--- src/rtl/frame_tx_gap_if.sv ---
// Byte stream into the framer plus the framer-to-UART byte port.
// Pure wiring, no latency; tx_valid/tx_ready backpressure, uart_busy gates the next start.
interface frame_tx_gap_if;
  logic [7:0] tx_data;
  logic       tx_last;
  logic       tx_valid;
  logic       tx_ready;
  logic [7:0] uart_data;
  logic       uart_start;
  logic       uart_busy;

  // master: byte source and UART side; slave: the framer
  modport master (
    output tx_data, tx_last, tx_valid, uart_busy,
    input  tx_ready, uart_data, uart_start
  );
  modport slave (
    input  tx_data, tx_last, tx_valid, uart_busy,
    output tx_ready, uart_data, uart_start
  );
endinterface

--- src/rtl/frame_tx_gap.sv ---
// Transmit framer: issues bytes to the UART inside a de window, then idles 2^TOCNTSIZE-1 cycles.
// uart_start 1 cycle after acceptance; tx_ready only in READY with the UART idle; upstream stalls end in underrun.
module frame_tx_gap #(
  parameter int TOCNTSIZE  = 7,
  parameter int LEADCYCLES = 4
) (
  input  logic          clk,
  input  logic          rst_n,
  frame_tx_gap_if.slave bus,
  output logic          de,
  output logic          busy,
  output logic          frame_done,
  output logic          underrun
);
  typedef enum logic [2:0] {IDLE, LEAD, READY, ISSUE, DRAIN, TAIL, GAP} state_t;
  typedef struct packed {
    logic       last;
    logic [7:0] data;
  } cap_t;

  // The READY cycle is the last lead cycle and the busy-low DRAIN (or underrun) cycle
  // is the first hold cycle, so LEAD and TAIL each run LEADCYCLES-1 cycles themselves.
  localparam bit                   HAS_HOLD   = (LEADCYCLES > 1);
  localparam logic [TOCNTSIZE-1:0] HOLD_LAST  = TOCNTSIZE'(HAS_HOLD ? LEADCYCLES - 2 : 0);
  localparam logic [TOCNTSIZE-1:0] CNT_MAX    = '1;
  localparam state_t               AFTER_IDLE = HAS_HOLD ? LEAD : READY;
  localparam state_t               END_STATE  = HAS_HOLD ? TAIL : GAP;

  state_t               state_q, state_d;
  logic [TOCNTSIZE-1:0] cnt_q, cnt_d;
  cap_t                 cap_q, cap_d;
  logic                 de_q, de_d;
  logic                 start_q, start_d;
  logic                 rdy;
  logic                 hs;

  assign rdy = (state_q == READY) && !bus.uart_busy;
  assign hs  = rdy && bus.tx_valid;

  always_ff @(posedge clk or negedge rst_n) begin
    if (!rst_n) begin
      state_q <= IDLE;
      cnt_q   <= '0;
      cap_q   <= '0;
      de_q    <= 1'b0;
      start_q <= 1'b0;
    end else begin
      state_q <= state_d;
      cnt_q   <= cnt_d;
      cap_q   <= cap_d;
      de_q    <= de_d;
      start_q <= start_d;
    end
  end

  always_comb begin
    state_d = state_q;
    unique case (state_q)
      IDLE:    if (bus.tx_valid) state_d = AFTER_IDLE;
      LEAD:    if (cnt_q == HOLD_LAST) state_d = READY;
      READY: begin
        // A handshake on the terminal-count cycle takes priority over underrun.
        if (hs)                    state_d = ISSUE;
        else if (cnt_q == CNT_MAX) state_d = END_STATE;
      end
      ISSUE:   state_d = DRAIN;
      DRAIN:   if (!bus.uart_busy) state_d = cap_q.last ? END_STATE : READY;
      TAIL:    if (cnt_q == HOLD_LAST) state_d = GAP;
      GAP:     if (cnt_q == CNT_MAX) state_d = IDLE;
      default: state_d = IDLE;
    endcase

    // Cleared on every state entry, so the shared counter never wraps.
    cnt_d = cnt_q + 1'b1;
    if ((state_d != state_q) || (state_q inside {IDLE, ISSUE, DRAIN})) cnt_d = '0;

    cap_d   = hs ? cap_t'{last: bus.tx_last, data: bus.tx_data} : cap_q;
    de_d    = !(state_d inside {IDLE, GAP});
    start_d = (state_d == ISSUE);
  end

  always_comb begin
    bus.tx_ready = rdy;
    busy         = (state_q != IDLE);
    frame_done   = (state_q == GAP) && (cnt_q == CNT_MAX);
    underrun     = (state_q == READY) && (cnt_q == CNT_MAX) && !hs;
  end

  assign bus.uart_data  = cap_q.data;
  assign bus.uart_start = start_q;
  assign de             = de_q;
endmodule
--- src/flat_wrapper.sv ---
// flat-port wrapper written by rule: the top's interface ports become plain ports
module frame_tx_gap_flat 
#(
  parameter int TOCNTSIZE  = 7,
  parameter int LEADCYCLES = 4
)
  (clk, rst_n, de, busy, frame_done, underrun, bus_tx_data, bus_tx_last, bus_tx_valid, bus_uart_busy, bus_tx_ready, bus_uart_data, bus_uart_start);
  frame_tx_gap_if bus_i ();
  input  logic clk;
  input  logic rst_n;
  output logic de;
  output logic busy;
  output logic frame_done;
  output logic underrun;
  input wire logic [$bits(bus_i.tx_data)-1:0] bus_tx_data;
  input wire logic [$bits(bus_i.tx_last)-1:0] bus_tx_last;
  input wire logic [$bits(bus_i.tx_valid)-1:0] bus_tx_valid;
  input wire logic [$bits(bus_i.uart_busy)-1:0] bus_uart_busy;
  output wire logic [$bits(bus_i.tx_ready)-1:0] bus_tx_ready;
  output wire logic [$bits(bus_i.uart_data)-1:0] bus_uart_data;
  output wire logic [$bits(bus_i.uart_start)-1:0] bus_uart_start;
  assign bus_i.tx_data = bus_tx_data;
  assign bus_i.tx_last = bus_tx_last;
  assign bus_i.tx_valid = bus_tx_valid;
  assign bus_i.uart_busy = bus_uart_busy;
  assign bus_tx_ready = bus_i.tx_ready;
  assign bus_uart_data = bus_i.uart_data;
  assign bus_uart_start = bus_i.uart_start;
  frame_tx_gap #(.TOCNTSIZE(TOCNTSIZE), .LEADCYCLES(LEADCYCLES)) u_core (.clk(clk), .rst_n(rst_n), .bus(bus_i), .de(de), .busy(busy), .frame_done(frame_done), .underrun(underrun));
endmodule
--- config.mk ---
export PLATFORM = sky130hd
export DESIGN_NAME = frame_tx_gap_flat
export DESIGN_NICKNAME = d
export VERILOG_FILES = /design/src/rtl/frame_tx_gap_if.sv /design/src/rtl/frame_tx_gap.sv /design/src/flat_wrapper.sv
export SDC_FILE = /design/constraint.sdc
export NUM_CORES = 1
export LEC_CHECK = 0
export CORE_MARGIN = 1
export CORE_UTILIZATION = 48
export CTS_CLUSTER_SIZE = 8
export DETAILED_ROUTE_END_ITERATION = 10
export PLACE_DENSITY = 0.85
export SYNTH_ARGS = -nofsm -noshare
export SYNTH_HDL_FRONTEND = slang
export SYNTH_SLANG_ARGS = --single-unit
--- constraint.sdc ---
create_clock -name clk -period 2.3 [get_ports clk]
set_input_delay 0.575 -clock clk [delete_from_list [all_inputs] [get_ports clk]]
set_output_delay 0.575 -clock clk [all_outputs]
set_load 0.03 [all_outputs]
# == Word-level counts from Yosys, hierarchy flattened ==
# Index checks and enable logic that the tools add are counted.
# totals
register_bits,21
in_bits,13
output_inout_bits,14
word_cells,42
# op_classes
n_addsub,1
eq_ne,11
mux,10
reduce_logical,14
# ops
cell,n
3-bit 2-to-1 mux,8
3-bit one-hot mux with 7 select lines,1
"3-bit equality test, second input constant",4
"3-bit by 2-bit equality test with 1-bit output, second input constant",3
"7-bit by 1-bit adder with 7-bit output, second input constant",1
"7-bit by 2-bit equality test with 1-bit output, second input constant",1
"7-bit equality test, second input constant",1
7-bit 2-to-1 mux,1
3-bit logical NOT,2
3-bit nonzero test,2
1-bit logical AND,5
"3-bit by 1-bit equality test with 1-bit output, second input constant",1
1-bit logical NOT,3
3-bit != test,1
2-bit nonzero test,1
1-bit logical OR,1

# == Logic depth before layout (Yosys ltp) ==
# Gate-level depths: netlist of run 1.
# logic_depth
word_depth,8
depth_mapped,7

# == Least setup slack after synthesis of run 1 ==
# No wires, ideal clock.
# synth_timing
path_type,register to output
start,register u_core.cnt_q[0]
end,output port frame_done
arrival_ps,1598
slack_ps,127
stages_incl_launch_ff,5
path_cell_list,dfrtp_1 > ha_1 > and3_4 > nand4_1 > nor3_1
# synth_via
elab_chain_len,2
# synth_rtl
element,line_no,rtl
"start, declared",frame_tx_gap.sv:30,"logic [TOCNTSIZE-1:0] cnt_q, cnt_d;"
"start signal, assigned",frame_tx_gap.sv:49,cnt_q <= cnt_d;
7-bit equality test,frame_tx_gap.sv:85,frame_done = (state_q == GAP) && (cnt_q == CNT_MAX);
1-bit logical AND,frame_tx_gap.sv:85,
"end, declared",flat_wrapper.sv:13,output logic frame_done;
# Every way passes these cells.

# == Worst setup path in the final report of run 1 ==
# layout_timing
start,register u_core.cnt_q[1]
end,output port underrun
# layout_via
elab_chain_len,3
# layout_rtl
element,line_no,rtl
7-bit equality test,frame_tx_gap.sv:86,underrun = (state_q == READY) && (cnt_q == CNT_MAX) && !hs;
1-bit logical AND (2 in a row),frame_tx_gap.sv:86,
"end, declared",flat_wrapper.sv:14,output logic underrun;
# Every way passes these cells.

==> impl_metrics.ini, run 1 <==
[finish]
antenna-diode-count = 0
synthToLayoutAreaGrowth_pct = 27.9
mostFrequentLayoutCells = nand2_1 (30), clkdlybuf4s50_1 (22), dfrtp_1 (21)
final_common_cell = nand2_1
num-nets-final = 165
drive_above_1_share = 0.168

[setup_path]
worst_setup_path_start_kind = register
critical_path_required_ps = 1730
critPathMaxFanout = 4
timing.critical_path.buf_inv = 1
critPathSlowestCell = dfrtp_1
criticalPathCategory = reg -> out
critical_path.max_stage_delay_ps = 380
critical_path_arrival_ps = 1670
critical-path-top-delay-family = simple AND/OR/NAND/NOR gates
path_cells = ha_2 -> and3_4 -> and4_4 -> and4_2 -> buf_6
timing.critical_path.to_type = output pin

[synthesis]
post_synth.cell_area_avg_sq_um = 9.27
dominant_cells_by_area_after_synthesis = dfrtp_1 (47%), nand2_1 (10%), buf_4 (5.4%), nor2_1 (4.0%), xnor2_1 (2.3%)
synth_fa_ha_area_frac = 0.0223
synth.ff_latch_count = 21
synth-seq-area-share = 0.469
yosysUniqueCellTypes = 34
postSynthNetCount = 136
yosysWarningCount = 0
synthXorXnorAreaFrac = 0.0391
synth_area_leader_cell = dfrtp_1
synth_top_family_by_area = simple AND/OR/NAND/NOR gates
synth-edff-count = 0
fraction_of_registers_with_async_set_or_reset_after_synthesis = 1.00
synth_compound_gate_area_share = 0.0804
ys.flop_type = dfrtp_1
yosys.area.top_type_share = 0.469
yosys.area_share.simple = 0.313
synthCells = 121
synth_mux_area_frac = 0
synth_area_sq_um = 1120

[timing]
post_route_setup_tns_ps = 0
max_slew_violation_count = 0
period_needed_ps = 2250
finalSetupViolations = 0
slew_headroom = 0.742
setup_ws_ps = 50.5
maxClockFrequency_mhz = 445
pin_slew_with_the_least_headroom_to_its_limit_ps = 387
final_cycle_utilization_of_the_critical_path = 0.978
timing_hold_violations_final = 0
finalClockSkew_ps = 13.7

[placement]
placement.setup.worst_slack_ps = 57.9
portBuffers = 26
dp_hpwl_um = 1600
routabilityCongestion = 0.760

[routing]
drt_pass1_iterations = 4
wl_per_cell_um = 12.5
remaining_drc_errors = 0
drt_iter0_drc = 10
postRouteWirelength_um = 2210
number_of_vias_in_the_routed_layout = 920
detail-route-antenna-nets = 0
routed_via_density = 5.20

[pwr]
power_per_cell_area_nw_per_um2 = 1000
worst_ir_drop_vdd_uv = 623
cellLeakagePower_nw = 0.662

[floorplanning]
floorplan.core_area_sq_um = 2210
die_area_sq_um = 2530
design.portCount = 27
die_h_um = 50.3
die-width_um = 50.3
start_util = 0.507
row_count = 17

[global_routing]
grt_pass1_wl_um = 3820
grt_pass1_vias = 927
gr-total-overflow = 0
initial_antenna_violation_count = 0
groute.usage.overall = 0.202
grt_max_degree = 22

[min_path]
timing.hold.worst.class = reg -> reg

[clocking]
cts_tree = done
clock-sinks = 21
cts-root-to-sink-buffers = 2
tritoncts.num_buffers = 3
htree_num_levels = 1
worst_skew_pair.late_latency_ps = 310
ctsRootBufferMaster = clkbuf_4
clkTransAtPathRegs_ps = 120

[status]
run_status = completed

[flow_run]
max_cap_viol_count = 0
==> logic make-up (layout without fill, tap and decap cells) <==
family                     Yosys count  count (layout)
and+or+nand+nor                     69              69
buffers and inverters               14              42
adders and majority gates            2               2
DFF                                 21              21
xor gates and xnor gates             5               5
AOI/OAI and AO/OA                   10              10
==> timing repair <==
item,4_1_cts,5_1_grt
pin swaps,0,1
hold buffers,0,0
hold endpoints to repair,0,0
buffers inserted,2,3
gates resized for setup,1,2
setup endpoints to repair,2,1
==> flip-flops by register name, summed over array words and instances, names as in the netlist <==
register,count
u_core.bus.uart_start,1
u_core.de,1
u_core.state_q,3
u_core.cnt_q,7
u_core.bus.uart_data,8
u_core.cap_q,1
==> cell type report <==
| type | instances | area [sq um] |
|---|---|---|
| clock inverter | 1 | 5.00 |
| timing repair buffer | 35 | 323 |
| multi-input combinational | 86 | 512 |
| tap | 28 | 35.0 |
| clock buffer | 3 | 22.5 |
| sequential | 21 | 526 |
| fill | 180 | 778 |
| inverter | 3 | 11.3 |
==> layer usage <==
metal  share of wire  vias up  track usage
li1                -      451            -
met1            0.39      444        0.223
met2            0.55       19        0.364
met3           0.041        6       0.0667
met4           0.014        0       0.0602
met5               0        -            0
==> cell usage after synthesis, types with 2 or more instances <==
cell type / instances
nor2_1: 12
a21oi_1: 2
ha_1: 2
buf_2: 3
or3_1: 3
nand3b_1: 2
nand2b_1: 2
nand4_1: 2
nand3_1: 3
buf_4: 8
inv_1: 2
xor2_1: 2
dfrtp_1: 21
xnor2_1: 3
nor3_1: 3
nand2_1: 30
nor2b_1: 4
==> power by group <==
group          switching, mW  internal (mW)
registers             0.0732          0.477
clock network          0.111         0.0651
logic                  0.405          0.305
total                  0.589          0.846
==> path summary, 6_finish.rpt <==
path                                                     start                                  end  depth (start not counted)  slack (ps)
max                                  u_core.cnt_q[1]$_DFF_PN0_                             underrun                          5          50
min                        u_core.bus.uart_data[6]$_DFFE_PN0P_  u_core.bus.uart_data[6]$_DFFE_PN0P_                          2         490
max reg2reg                          u_core.cnt_q[1]$_DFF_PN0_            u_core.cnt_q[3]$_DFF_PN0_                          7         430
min reg2reg                u_core.bus.uart_data[6]$_DFFE_PN0P_  u_core.bus.uart_data[6]$_DFFE_PN0P_                          2         490
max in group asynchronous                                rst_n            u_core.cnt_q[0]$_DFF_PN0_                          2        1490
min in group asynchronous                                rst_n            u_core.cnt_q[2]$_DFF_PN0_                          2         580
==> tightest hold or removal path, stage by stage (launching register included) <==
cell	delay [ps]
dfrtp_1	360
nand2_1	50
nand2_1	50
==> through the flow <==
stage / total power [mW] / instances / instance area, sq um / hold slack, ps / utilization
2_1_floorplan: 1.07 / 121 / 1120 / 279 / -
5_1_grt: 1.54 / 177 / 1430 / 528 / 0.648
3_3_place_gp: 1.23 / 168 / 1360 / 457 / 0.617
3_5_place_dp: 1.25 / 168 / 1360 / 466 / 0.617
4_1_cts: 1.44 / 174 / 1410 / 496 / 0.635
6_report: 1.44 / 177 / 1430 / 490 / 0.648
No activity file was read; power rests on OpenSTA's default activity.
==> run 2, diff against run 1 <==
Settings changed: CORE_UTILIZATION 48 to 25, PLACE_DENSITY 0.85 to 0.53, SKIP_CTS_REPAIR_TIMING from default to 1.
Clock period 2.3 ns to 2.2 ns, I/O delays scaled along.
==> impl_metrics.ini, run 2 (synthesis results as in run 1) <==
[timing]
final_cycle_utilization_of_the_critical_path = 0.999
timing_hold_violations_final = 0
post_route_setup_tns_ps = 0
max_slew_violation_count = 0
unrepaired_setup_endpoints_after_global_routing = true
maxClockFrequency_mhz = 455
fin_worst_hold_slack_ps = 482
period_needed_ps = 2200
finalClockSkew_ps = 0.767
slew_headroom = 0.749
pin_slew_with_the_least_headroom_to_its_limit_ps = 377
finalSetupViolations = 0

[flow_run]
max_cap_viol_count = 0

[clocking]
ctsRootBufferMaster = clkbuf_8
clock-sinks = 21
cts-root-to-sink-buffers = 2
tritoncts.num_buffers = 3
clkTransAtPathRegs_ps = 80
worst_skew_pair.late_latency_ps = 250
htree_num_levels = 1
cts_tree = done

[global_routing]
grt_pass1_wl_um = 3980
grt_util_met1 = 0.130
gr-total-overflow = 0
grt_pass1_vias = 926
grt_max_degree = 22
grt_util_met2 = 0.203
grt_util_met3 = 0.0197
initial_antenna_violation_count = 0
groute.usage.overall = 0.112
peak_usage_layer_in_the_global_routing_report = met2

[setup_path]
critical_path_required_ps = 1650
critical_path_arrival_ps = 1650
critPathMaxFanout = 4
timing.critical_path.to_type = output pin
worst_setup_path_start_kind = register
criticalPathCategory = reg -> out

[finish]
mostFrequentLayoutCells = nand2_1 (30), clkdlybuf4s50_1 (22), dfrtp_1 (21)
number_of_flip_flops_under_the_largest_register_name = 8
finalNonFillerCells = 199
ff_latch_area_sq_um = 526
final_common_cell = nand2_1
fill_cells = 448
synthToLayoutAreaGrowth_pct = 33.1
final_core_util = 0.360
multi_input_area_sq_um = 518
num-nets-final = 165
drive_above_1_share = 0.174
antenna-diode-count = 0

[pwr]
power.share.switching = 0.395
power_report.internal_total_mw = 0.965
cellLeakagePower_nw = 0.672
combPwrFrac = 0.487
sequentialPowerShare = 0.355
worst_ir_drop_vdd_uv = 240
sw_pwr_mw = 0.630
power_per_cell_area_nw_per_um2 = 1070
power.share.clock = 0.157

[floorplanning]
design.portCount = 27
die_area_sq_um = 4760
floorplan.core_area_sq_um = 4140
start_util = 0.271
die_h_um = 69.0
row_count = 23
die-width_um = 69.0

[placement]
dp_hpwl_um = 1690
routabilityCongestion = 0.776
number_of_placed_instances_with_taps_included = 191
portBuffers = 26

[status]
run_status = completed

[routing]
routed_via_density = 4.57
detail-route-antenna-nets = 0
wl_per_cell_um = 11.5
drt_iter0_drc = 41
number_of_vias_in_the_routed_layout = 910
remaining_drc_errors = 0
postRouteWirelength_um = 2290
drt_pass1_iterations = 4

[min_path]
timing.hold.worst.class = reg -> reg
run 2: metrics by stage:
stage	total power, mW	area (sq um)	setup WS, ps
2_1_floorplan	1.12	1120	51.9
3_3_place_gp	1.31	1400	18.2
3_5_place_dp	1.33	1400	-16.0
4_1_cts	1.59	1450	-87.1
5_1_grt	1.72	1490	-67.8
6_report	1.60	1490	2.63
run 2: final timing paths:
path / slack, ps / from / cells after the start / end
max reg2reg: 240 / u_core.cnt_q[1]$_DFF_PN0_ / 7 / u_core.de$_DFF_PN0_
max in group asynchronous: 1370 / rst_n / 2 / u_core.bus.uart_data[4]$_DFFE_PN0P_
min: 480 / u_core.bus.uart_data[0]$_DFFE_PN0P_ / 2 / u_core.bus.uart_data[0]$_DFFE_PN0P_
max: 3 / u_core.cnt_q[1]$_DFF_PN0_ / 5 / underrun
min in group asynchronous: 620 / rst_n / 2 / u_core.cnt_q[6]$_DFF_PN0_
min reg2reg: 480 / u_core.bus.uart_data[0]$_DFFE_PN0P_ / 2 / u_core.bus.uart_data[0]$_DFFE_PN0P_
run 2: layout make-up:
type,instances,area share
Inverter,3,0.00754
Tap cell,50,0.0419
Clock buffer,3,0.0277
Sequential cell,21,0.352
Multi-Input combinational cell,86,0.347
Timing Repair Buffer,35,0.219
Clock inverter,1,0.00503
run 2: critical path, stage by stage, from the launching register on:
cell and delay, ps:
dfrtp_1 380, ha_2 190, and3_4 210, and4_4 260, and4_4 220, buf_6 130
run 2: routing by layer:
metal | part of all wire | routed length (um)
met2 | 0.54 | 1240
met1 | 0.43 | 974
met4 | 0.0044 | 10
met5 | 0 | 0
met3 | 0.030 | 69
run 2: power by group through the flow:
stage	logic [mW]	registers, mW	clock network [mW]
2_1_floorplan	0.531	0.587	0
3_3_place_gp	0.745	0.570	0
3_5_place_dp	0.756	0.576	0
4_1_cts	0.762	0.568	0.264
5_1_grt	0.849	0.582	0.285
6_report	0.778	0.567	0.251
==> run 3, diff against run 2 <==
Settings changed: GPL_ROUTABILITY_DRIVEN from default to 0.
==> results of run 3 <==
Same layout as run 2: the final DEF is identical, and so are final timing and power.
